## config.mk

```make
export PLATFORM = sky130hd
export DESIGN_NAME = pc_gen
export DESIGN_NICKNAME = d
export VERILOG_FILES = /design/src/rtl/pc_gen_pkg.sv /design/src/rtl/pc_hist_buf.sv /design/src/rtl/pc_gen.sv
export SDC_FILE = /design/constraint.sdc
export NUM_CORES = 1
export LEC_CHECK = 0
export CAP_MARGIN = 20
export CORE_UTILIZATION = 50
export CTS_BUF_LIST = sky130_fd_sc_hd__clkbuf_16
export DETAILED_ROUTE_END_ITERATION = 8
export HOLD_SLACK_MARGIN = 0.06
export PLACE_DENSITY = 0.76
export SETUP_SLACK_MARGIN = 0.15
export SLEW_MARGIN = 20
export SYNTH_ARGS = -nofsm -noshare
export SYNTH_HDL_FRONTEND = slang
export SYNTH_SLANG_ARGS = --single-unit
```

## constraint.sdc

```tcl
create_clock -name clk_i -period 8 [get_ports clk_i]
set_input_delay 1.6 -clock clk_i [delete_from_list [all_inputs] [get_ports clk_i]]
set_output_delay 1.6 -clock clk_i [all_outputs]
set_load 0.02 [all_outputs]
```

## src/rtl/pc_gen_pkg.sv

```systemverilog
// Shared types and constants for the fetch-stage PC generator.
package pc_gen_pkg;

    typedef enum logic [1:0] {
        PC_BOOT   = 2'd0,
        PC_RUN    = 2'd1,
        PC_HALTED = 2'd2
    } pc_state_e;

    // Sequential fetch advances by one 32-bit instruction.
    localparam int unsigned PC_STEP    = 32'd4;
    // Low PC bits that must be zero for a legal fetch address.
    localparam logic [1:0]  ALIGN_MASK = 2'b11;

    // True when the two low address bits describe a word-aligned target.
    function automatic logic is_aligned(input logic [1:0] lsb);
        return ((lsb & ALIGN_MASK) == 2'b00);
    endfunction

endpackage

```

## src/rtl/pc_hist_buf.sv

```systemverilog
// Circular history of recently issued PCs; index 0 reads the newest entry.
module pc_hist_buf
    import pc_gen_pkg::*;
#(
    parameter int XLEN       = 32,
    parameter int HIST_DEPTH = 4
) (
    input  logic                          clk_i,
    input  logic                          rst_i,
    input  logic                          push_i,
    input  logic [XLEN-1:0]               push_pc_i,
    input  logic [$clog2(HIST_DEPTH)-1:0] idx_i,
    output logic [XLEN-1:0]               hist_pc_o,
    output logic [$clog2(HIST_DEPTH):0]   hist_cnt_o
);

    localparam int PW = $clog2(HIST_DEPTH);
    localparam int CW = PW + 1;

    logic [XLEN-1:0] mem_q [HIST_DEPTH];
    logic [XLEN-1:0] mem_d [HIST_DEPTH];
    logic [PW-1:0]   wptr_q;
    logic [PW-1:0]   wptr_d;
    logic [CW-1:0]   cnt_q;
    logic [CW-1:0]   cnt_d;
    logic [PW-1:0]   rd_ptr_s;

    // Next-state for the buffer: write at the pointer, advance, saturate the count.
    always_comb begin
        mem_d  = mem_q;
        wptr_d = wptr_q;
        cnt_d  = cnt_q;
        if (push_i) begin
            mem_d[wptr_q] = push_pc_i;
            wptr_d        = wptr_q + PW'(1);
            if (cnt_q != CW'(HIST_DEPTH)) begin
                cnt_d = cnt_q + CW'(1);
            end else begin
                cnt_d = cnt_q;
            end
        end else begin
            wptr_d = wptr_q;
        end
    end

    // Buffer storage, write pointer and fill count; cleared on reset.
    always_ff @(posedge clk_i or posedge rst_i) begin
        if (rst_i) begin
            for (int i = 0; i < HIST_DEPTH; i++) begin
                mem_q[i] <= '0;
            end
            wptr_q <= '0;
            cnt_q  <= '0;
        end else begin
            mem_q  <= mem_d;
            wptr_q <= wptr_d;
            cnt_q  <= cnt_d;
        end
    end

    // Read entry counted back from the newest; unfilled slots read as zero.
    always_comb begin
        rd_ptr_s = wptr_q - PW'(1) - idx_i;
        if (CW'(idx_i) < cnt_q) begin
            hist_pc_o = mem_q[rd_ptr_s];
        end else begin
            hist_pc_o = '0;
        end
    end

    assign hist_cnt_o = cnt_q;

endmodule

```

## src/rtl/pc_gen.sv

```systemverilog
// Fetch-stage PC generator: boot vector select, sequential step, redirect,
// debug halt/resume and a short history of issued PCs.
module pc_gen
    import pc_gen_pkg::*;
#(
    parameter int                               XLEN       = 32,
    parameter int                               NUM_BOOT   = 2,
    parameter logic [NUM_BOOT-1:0][XLEN-1:0]    BOOT_ADDRS = {32'h8000_0000, 32'h0000_0000},
    parameter int                               HIST_DEPTH = 4
) (
    input  logic                          clk_i,
    input  logic                          rst_i,
    input  logic [$clog2(NUM_BOOT)-1:0]   boot_sel_i,
    input  logic                          stall_i,
    input  logic                          redirect_i,
    input  logic [XLEN-1:0]               redirect_pc_i,
    input  logic                          halt_req_i,
    input  logic                          resume_i,
    input  logic [XLEN-1:0]               resume_pc_i,
    input  logic [$clog2(HIST_DEPTH)-1:0] hist_idx_i,
    output logic [XLEN-1:0]               pc_o,
    output logic                          pc_valid_o,
    output logic                          halted_o,
    output logic                          misalign_o,
    output logic [XLEN-1:0]               hist_pc_o,
    output logic [$clog2(HIST_DEPTH):0]   hist_cnt_o
);

    localparam logic [XLEN-1:0] LOW_MASK = {{(XLEN-2){1'b0}}, ALIGN_MASK};

    pc_state_e       state_q;
    pc_state_e       state_d;
    logic [XLEN-1:0] pc_q;
    logic [XLEN-1:0] pc_d;
    logic            pc_valid_q;
    logic            pc_valid_d;
    logic            halted_q;
    logic            halted_d;
    logic            misalign_q;
    logic            misalign_d;
    logic            push_s;

    // Next-PC mux and state transitions; redirect outranks halt and stall.
    always_comb begin
        state_d    = state_q;
        pc_d       = pc_q;
        misalign_d = 1'b0;
        push_s     = 1'b0;
        case (state_q)
            PC_BOOT: begin
                if (int'(boot_sel_i) < NUM_BOOT) begin
                    pc_d = BOOT_ADDRS[boot_sel_i];
                end else begin
                    pc_d = BOOT_ADDRS[0];
                end
                state_d = PC_RUN;
            end
            PC_RUN: begin
                if (redirect_i && !is_aligned(redirect_pc_i[1:0])) begin
                    misalign_d = 1'b1;
                    state_d    = PC_HALTED;
                end else if (redirect_i) begin
                    pc_d   = redirect_pc_i;
                    push_s = 1'b1;
                end else if (halt_req_i && !stall_i) begin
                    state_d = PC_HALTED;
                end else if (stall_i) begin
                    pc_d = pc_q;
                end else begin
                    pc_d   = pc_q + XLEN'(PC_STEP);
                    push_s = 1'b1;
                end
            end
            PC_HALTED: begin
                if (resume_i) begin
                    pc_d    = resume_pc_i & ~LOW_MASK;
                    state_d = PC_RUN;
                end else begin
                    pc_d = pc_q;
                end
            end
            default: begin
                state_d = PC_BOOT;
                pc_d    = '0;
            end
        endcase
        pc_valid_d = (state_d == PC_RUN);
        halted_d   = (state_d == PC_HALTED);
    end

    // FSM state, PC and registered status outputs.
    always_ff @(posedge clk_i or posedge rst_i) begin
        if (rst_i) begin
            state_q    <= PC_BOOT;
            pc_q       <= '0;
            pc_valid_q <= 1'b0;
            halted_q   <= 1'b0;
            misalign_q <= 1'b0;
        end else begin
            state_q    <= state_d;
            pc_q       <= pc_d;
            pc_valid_q <= pc_valid_d;
            halted_q   <= halted_d;
            misalign_q <= misalign_d;
        end
    end

    pc_hist_buf #(
        .XLEN       (XLEN),
        .HIST_DEPTH (HIST_DEPTH)
    ) u_hist (
        .clk_i      (clk_i),
        .rst_i      (rst_i),
        .push_i     (push_s),
        .push_pc_i  (pc_q),
        .idx_i      (hist_idx_i),
        .hist_pc_o  (hist_pc_o),
        .hist_cnt_o (hist_cnt_o)
    );

    assign pc_o       = pc_q;
    assign pc_valid_o = pc_valid_q;
    assign halted_o   = halted_q;
    assign misalign_o = misalign_q;

endmodule
```

==> results of run 1 <==
-- final timing paths --
| path | start | endpoint | cells past startpoint |
|---|---|---|---|
| max | hist_idx_i[0] | hist_pc_o[21] | 7 |
| min | u_hist.mem_q[7] | u_hist.mem_q[7] | 1 |
| max reg2reg | state_q[0] | u_hist.mem_q[85] | 8 |
| min reg2reg | u_hist.mem_q[7] | u_hist.mem_q[7] | 1 |
| max in group asynchronous | rst_i | u_hist.mem_q[112] | 3 |
| min in group asynchronous | rst_i | u_hist.mem_q[96] | 2 |
-- metal layers --
layer  vias to the layer above  routed length (um)  global-route usage, %
li1                       2818                   -                      -
met3                        46                1270                   4.16
met2                       260               11300                   44.2
met4                         0                 536                   10.9
met5                         -                   0                      0
met1                      3320                9620                   35.1
-- state kept, by name, indices dropped and copies added, names as in the netlist --
register / cells
u_hist.mem_q: 128
u_hist.wptr_q: 2
pc_o: 32
u_hist.hist_cnt_o: 3
halted_o: 1
misalign_o: 1
pc_valid_o: 1
state_q: 2
-- layout by cell type, fill, tap and decap left out, types with 4 or more instances in the layout --
| cell | Yosys | routed |
|---|---|---|
| dfrtp_1 | 170 | 170 |
| clkdlybuf4s50_1 | 0 | 140 |
| mux2_2 | 121 | 121 |
| nor2b_1 | 37 | 36 |
| o21ai_0 | 34 | 34 |
| mux4_2 | 32 | 32 |
| a21oi_1 | 30 | 29 |
| nand2_1 | 26 | 26 |
| nor2_1 | 24 | 24 |
| clkbuf_16 | 0 | 17 |
| and3_1 | 15 | 15 |
| nand3_1 | 13 | 13 |
| buf_4 | 12 | 12 |
| inv_1 | 12 | 11 |
| xnor2_1 | 12 | 11 |
| a221oi_1 | 9 | 9 |
| xor2_1 | 9 | 9 |
| mux2_1 | 8 | 8 |
| nor3_1 | 8 | 8 |
| ha_1 | 9 | 8 |
| nand4_1 | 6 | 6 |
| a31oi_1 | 5 | 5 |
| clkinv_2 | 0 | 5 |
| o211ai_1 | 4 | 4 |
| inv_6 | 0 | 4 |
| nor4_1 | 5 | 4 |
| nor4_2 | 3 | 4 |
| mux2i_1 | 4 | 4 |
| clkinv_4 | 0 | 4 |
-- final cells by class --
cell class                      count  area, um^2  area share [%]
Clock buffer                       17         425            3.95
Clock inverter                     15         101           0.941
Inverter                           12        50.0           0.465
Multi-Input combinational cell    463        4140            38.4
Sequential cell                   170        4250            39.5
Tap cell                          220         275            2.56
Timing Repair Buffer              154        1520            14.1
-- worst reg2reg max path, cell delays in order (launching register included) --
cell and delay [ps]:
dfrtp_1 520, or3b_1 550, o221ai_2 210, buf_4 400
nor2_1 220, buf_4 240, nand2_1 580, buf_4 460
mux2_2 390
-- logic make-up (layout without fill, tap and decap cells) --
| logic type | after synthesis | count (layout) | share of synthesized area [%] |
|---|---|---|---|
| buf+inv | 77 | 198 | 4.10 |
| xor+xnor | 21 | 21 | 2.11 |
| fa+ha+maj | 9 | 9 | 1.29 |
| compound gates | 111 | 111 | 8.05 |
| simple gates | 157 | 157 | 10.3 |
| mux | 165 | 165 | 25.4 |
| flops | 170 | 170 | 48.8 |
-- power groups by stage --
stage | clock (mW) | combinational [mW] | sequential [mW]
6_report | 0.747 | 2.16 | 1.53
5_1_grt | 0.783 | 2.30 | 1.58
4_1_cts | 0.751 | 2.17 | 1.53
3_5_place_dp | 0 | 2.16 | 1.54
3_3_place_gp | 0 | 2.11 | 1.50
2_1_floorplan | 0 | 1.43 | 1.45
-- per-stage QoR --
step	setup WS, ps	cells	hold WS [ps]	util [%]
6_report	1780	1051	494	64.0
5_1_grt	1530	1051	502	64.0
3_3_place_gp	1670	1019	469	60.8
3_5_place_dp	1680	1019	481	60.9
2_1_floorplan	1800	710	459	-
4_1_cts	1670	1051	494	64.0
-- cells in the mapped netlist (12+ instances only) --
cell | instances | area, um^2
inv_1 | 12 | 45.0
clkbuf_1 | 27 | 101
nand2_1 | 26 | 97.6
nand3_1 | 13 | 65.1
dfrtp_1 | 170 | 4250
and3_1 | 15 | 93.8
a21oi_1 | 30 | 150
xnor2_1 | 12 | 105
nor2_1 | 24 | 90.1
mux2_2 | 121 | 1360
buf_4 | 12 | 90.1
nor2b_1 | 37 | 231
mux4_2 | 32 | 721
o21ai_0 | 34 | 170
buf_2 | 17 | 85.1
==> summary.txt, run 1 <==
Run status
  • Outcome: complete, no violations

Drt
  • DRT Pass-1 Iters: 6
  • Post-DR wirelength/cell: 21.6 um
  • Vias post-DR: between 6000 and 7000
  • DRT Wirelength: roughly 23000 um
  • Vias per cell: 6.13
  • DR DRC count: 0
  • Initial DRC Count: between 400 and 500
  • Final ANT Viol Nets: 0

Pwr
  • Worst vdd ir: approximately 210 uV
  • Combinational group share of total power: between 40% and 50%
  • Pwr Density: around 410 mW/mm^2
  • Leakage: about 4.7 nW
  • Sequential power share: between 30 and 40%
  • Clock power share: 16.8%
  • Pwr Total: about 4.4 mW
  • P_sw: 1.74 mW
  • Switching share of power: 39.1%
  • Internal power: between 2 and 3 mW

Floorplanning
  • Die Span Y: 134 um
  • Cell Rows: between 40 and 50
  • Area of the die: between 0.015 and 0.02 mm^2
  • Initial Util: 51.9%
  • Top Ports: 143
  • Core area: roughly 0.017 mm^2
  • Die width: between 100 and 150 um

Critical path
  • Cell family with most CP delay: buffers and inverters
  • Reg-to-reg slack, setup: approximately 4300 ps
  • CP required: ~6400 ps
  • Critical path's slowest cell: ha_2
  • Bufs and invs on worst path: 4
  • Worst EP arrival: between 4000 and 5000 ps
  • Crit. End Element: primary output
  • Critical-path cell list: clkdlybuf4s50_1, inv_1, ha_2, buf_4, mux4_2, nor2b_1, clkdlybuf4s50_1
  • Critical path's largest stage delay: between 800 and 900 ps
  • Crit path kind: input port to primary output
  • Critical path peak fanout: 22
  • CP most frequent cell: clkdlybuf4s50_1
  • Critical Path Source Type: input port

Placed design
  • RePlAce Congestion: 0.832
  • Post-DP HPWL: between 15000 and 20000 um
  • Placement-stage cell area: slightly above 0.01 mm^2
  • I/O Buffers: 140

Cells and area
  • ANT cells: 0
  • Final non-filler cell area: roughly 0.011 mm^2
  • Nets: 900
  • Layout cells sized above 1: about a quarter
  • Area grow syn2layout: 23.5%
  • Fill cell count: between 1000 and 1500

Synth
  • Post-synth EDFFs: 0
  • Synthesized cell area: 0.00872 mm^2
  • Post-synthesis sequential area ratio: 48.8%
  • Syn nets: 792
  • Most used DFF post-synth: dfrtp_1
  • Yosys cell types: 60
  • Synth warn: 0
  • Number of synthesized register bits: 170
  • Synth async-reset ratio: 100%
  • Syn_area_per_cell: between 10 and 15 um^2
  • Mapped Cells: between 700 and 800

Clock tree
  • Hold_buf cts: 0
  • CTS Buf Count: 17
  • CTS tree: done
  • Clock latency on the worst-skew pair: about 430 ps
  • Post-CTS Setup Inserts: 0
  • Post-CTS sizing: 0
  • CTS root buffer: clkbuf_16
  • Clk buf depth: 2
  • Reg clk slew, reported paths: 60 ps
  • Num Clock Sinks: 170
  • CTS H-tree lvls: 4

STA
  • Fmax: ~0.16 GHz
  • Actual slew at the worst max-slew pin: 873 ps
  • Slew headroom: between 40% and 50%
  • Period utilization: slightly below 80%
  • Final TNS setup: 0 ps
  • Hold Fails Final Rpt: 0
  • Fin Clk Skew: 8.52 ps
  • Min Tclk post-route: a little over 6000 ps
  • Unrepaired setup endpoints after global routing: false
  • Setup violators final: 0
  • Max-slew violations: 0

Global route
  • Total global routing overflow: 0
  • Initial antenna violation count: 1
  • GRT Resource Usage Total: between 20% and 30%
  • Via count of the first global-routing pass: 6747
  • Largest net degree at the start of global routing: 90
  • First-pass GRT wire length: approximately 36000 um

Worst hold path
  • HP Class: register to register

Job
  • Reported max-cap violation count: 0
No activity file was read; power rests on OpenSTA's default activity.
==> run 2: changes to the inputs <==
clock period = 5.8 ns   (was 8 ns; I/O delays follow)
==> run 2 against run 1 <==
Effect of this change: global-route usage up 0.93 points; clock power up 43%; sequential share of layout area down 0.28 points; clock skew about the same; power up 40%; via count down 0.34%; design area up 0.72%; hold slack worse by 3.7 ps; largest cell class unchanged; largest power group unchanged.
==> summary.txt, run 2 (same netlist as run 1, synthesis figures left out) <==
Floorplanning
  • Cell Rows: 47 (unchanged)
  • Die Span Y: 134 um (unchanged)
  • Area of the die: 0.0180 mm^2 (unchanged)
  • Die width: 134 um (unchanged)
  • Initial Util: 51.9% (unchanged)
  • Top Ports: 143 (unchanged)
  • Core area: 0.0168 mm^2 (unchanged)

Global route
  • Via count of the first global-routing pass: 6802 (+0.82%)
  • Initial antenna violation count: 0 (-1)
  • First-pass GRT wire length: 37200 um (+2.4%)
  • Largest net degree at the start of global routing: 171 (+90%)
  • GRT Resource Usage Total: 27.6% (+0.93 points)
  • Total global routing overflow: 0 (unchanged)

Cells and area
  • Fill cell count: 1265 (-3.9%)
  • Max reg flops: 128 (unchanged)
  • Finished Layout Cells: 1055 (+0.38%)
  • Largest Register: u_hist.mem_q
  • Layout cells sized above 1: 26.6% (+0.59 points)
  • End-of-flow core utilization: 64.5% (+0.46 points)
  • ANT cells: 0 (unchanged)
  • Commonest cells after routing, fill and taps aside: 170 x dfrtp_1, 140 x clkdlybuf4s50_1, 121 x mux2_2, 36 x nor2b_1, 34 x o21ai_0
  • Nets: 905 (+0.56%)
  • Leading cell type in the layout, fill and taps excluded: dfrtp_1
  • Area grow syn2layout: 24.3%

Clock tree
  • CTS H-tree lvls: 4 (unchanged)
  • Clock latency on the worst-skew pair: 430 ps (about the same)
  • Num Clock Sinks: 170 (unchanged)
  • CTS root buffer: clkbuf_16
  • CTS Buf Count: 17 (unchanged)
  • Clk buf depth: 2 (unchanged)
  • Reg clk slew, reported paths: 60 ps (about the same)
  • Post-CTS Setup Inserts: 0 (unchanged)
  • Hold_buf cts: 0 (unchanged)
  • CTS tree: done
  • Post-CTS sizing: 0 (unchanged)

Pwr
  • Worst vdd ir: 385 uV (+84%)
  • Switching share of power: 39.0% (-0.061 points)
  • P_sw: 2.43 mW (+40%)
  • Sequential power share: 34.1% (-0.4 points)
  • Combinational group share of total power: 48.7% (about the same)
  • Clock power share: 17.3% (+0.5 points)
  • Internal power: 3.79 mW (+40%)
  • Pwr Density: 573 mW/mm^2 (+39%)
  • Leakage: 4.71 nW (+0.70%)

Drt
  • Initial DRC Count: 421 (+1.4%)
  • Max layer used: met4
  • Post-DR wirelength/cell: 22.3 um (+2.9%)
  • DRT Pass-1 Iters: 5 (-1)
  • DRT Wirelength: 23500 um (+3.3%)
  • DR DRC count: 0 (unchanged)
  • Met3 routed WL: 1460 um (+15%)
  • Final ANT Viol Nets: 0 (unchanged)
  • Wl on met1: 9670 um (+0.48%)
  • Vias post-DR: 6422 (-0.34%)
  • Met2 wire len: 11800 um (+4.5%)
  • Vias per cell: 6.09 (-0.72%)

Critical path
  • Critical-path cell list: clkdlybuf4s50_1, inv_1, ha_2, xnor2_1, xnor2_4, buf_4, mux4_2, nor2b_1, clkdlybuf4s50_1
  • Cell family with most CP delay: buffers and inverters
  • CP most frequent cell: clkdlybuf4s50_1
  • Critical Path Source Type: input port
  • Worst EP arrival: 4060 ps (-560 ps)
  • Crit path kind: input port to primary output
  • Critical path's largest stage delay: 630 ps (-230 ps)
  • Critical path peak fanout: 16 (-27%)
  • CP required: 4640 ps (-1760 ps)
  • Critical path's slowest cell: xnor2_4
  • Crit. End Element: primary output
  • Bufs and invs on worst path: 4 (unchanged)

STA
  • Slew headroom: 38.1% (-3.2 points)
  • Hold Fails Final Rpt: 0 (unchanged)
  • Period utilization: between 90% and 100%
  • Actual slew at the worst max-slew pin: 928 ps (+55.1 ps)
  • Final WS setup: 579 ps (-1200 ps)
  • Setup violators final: 0 (unchanged)
  • Hold Slack: 490 ps (-3.75 ps)
  • Max-slew violations: 0 (unchanged)
  • Final TNS setup: 0 ps (unchanged)
  • Unrepaired setup endpoints after global routing: false
  • Fin Clk Skew: 8.32 ps (-0.193 ps)
  • Fmax: approximately 0.19 GHz
  • Min Tclk post-route: about 5200 ps

Placed design
  • RePlAce Congestion: 0.835 (+0.31%)
  • Post-DP HPWL: 15500 um (+0.17%)
  • Worst slack, placed: 528 ps (-1150 ps)
  • I/O Buffers: 140 (unchanged)
  • Inst Count DP: 1024 (+0.49%)

Worst hold path
  • HP Class: register to register

Run status
  • Outcome: complete, no violations

Job
  • Reported max-cap violation count: 0 (unchanged)
## run 2: cell types whose count changed in the layout (fill, tap and decap cells not counted), sizes merged
cell and change:
clkinvlp +2, clkinv -4, bufinv +1, buf +5
## run 2: metrics by stage
step / total power [mW] / area, um^2
finish: 6.21 / 10800
global route: 6.54 / 10800
floorplan: 3.98 / 8720
CTS: 6.23 / 10800
detailed placement: 5.14 / 10300
global placement: 4.99 / 10300
## run 2: final timing paths
check	startpoint	to	slack [ps]	cells past startpoint
max	hist_idx_i[0]	hist_pc_o[5]	580	9
min	u_hist.mem_q[43]	u_hist.mem_q[43]	490	1
max reg2reg	state_q[0]	u_hist.mem_q[107]	2690	6
min reg2reg	u_hist.mem_q[43]	u_hist.mem_q[43]	490	1
max in group asynchronous	rst_i	pc_o[12]	3770	3
min in group asynchronous	rst_i	u_hist.hist_cnt_o[1]	1340	3
## run 2: power by group through the flow
stage | Sequential [mW] | Clock, mW | Combinational [mW]
global route | 2.19 | 1.14 | 3.22
global placement | 2.06 | 0 | 2.93
CTS | 2.11 | 1.09 | 3.04
detailed placement | 2.12 | 0 | 3.01
floorplan | 2.00 | 0 | 1.98
finish | 2.12 | 1.07 | 3.02
## run 2: layout make-up
type	count	area, um^2	area share [%]
Clock buffer	17	425	3.92
Clock inverter	14	123	1.13
Inverter	12	48.8	0.450
Multi-Input combinational cell	463	4150	38.3
Sequential cell	170	4250	39.2
Tap cell	220	275	2.54
Timing Repair Buffer	159	1570	14.5
## run 2: layer usage
metal	global-route usage [%]	up-vias
li1	-	2826
met1	35.2	3292
met2	46.8	263
met3	5.18	41
met4	10.3	0
met5	0	-
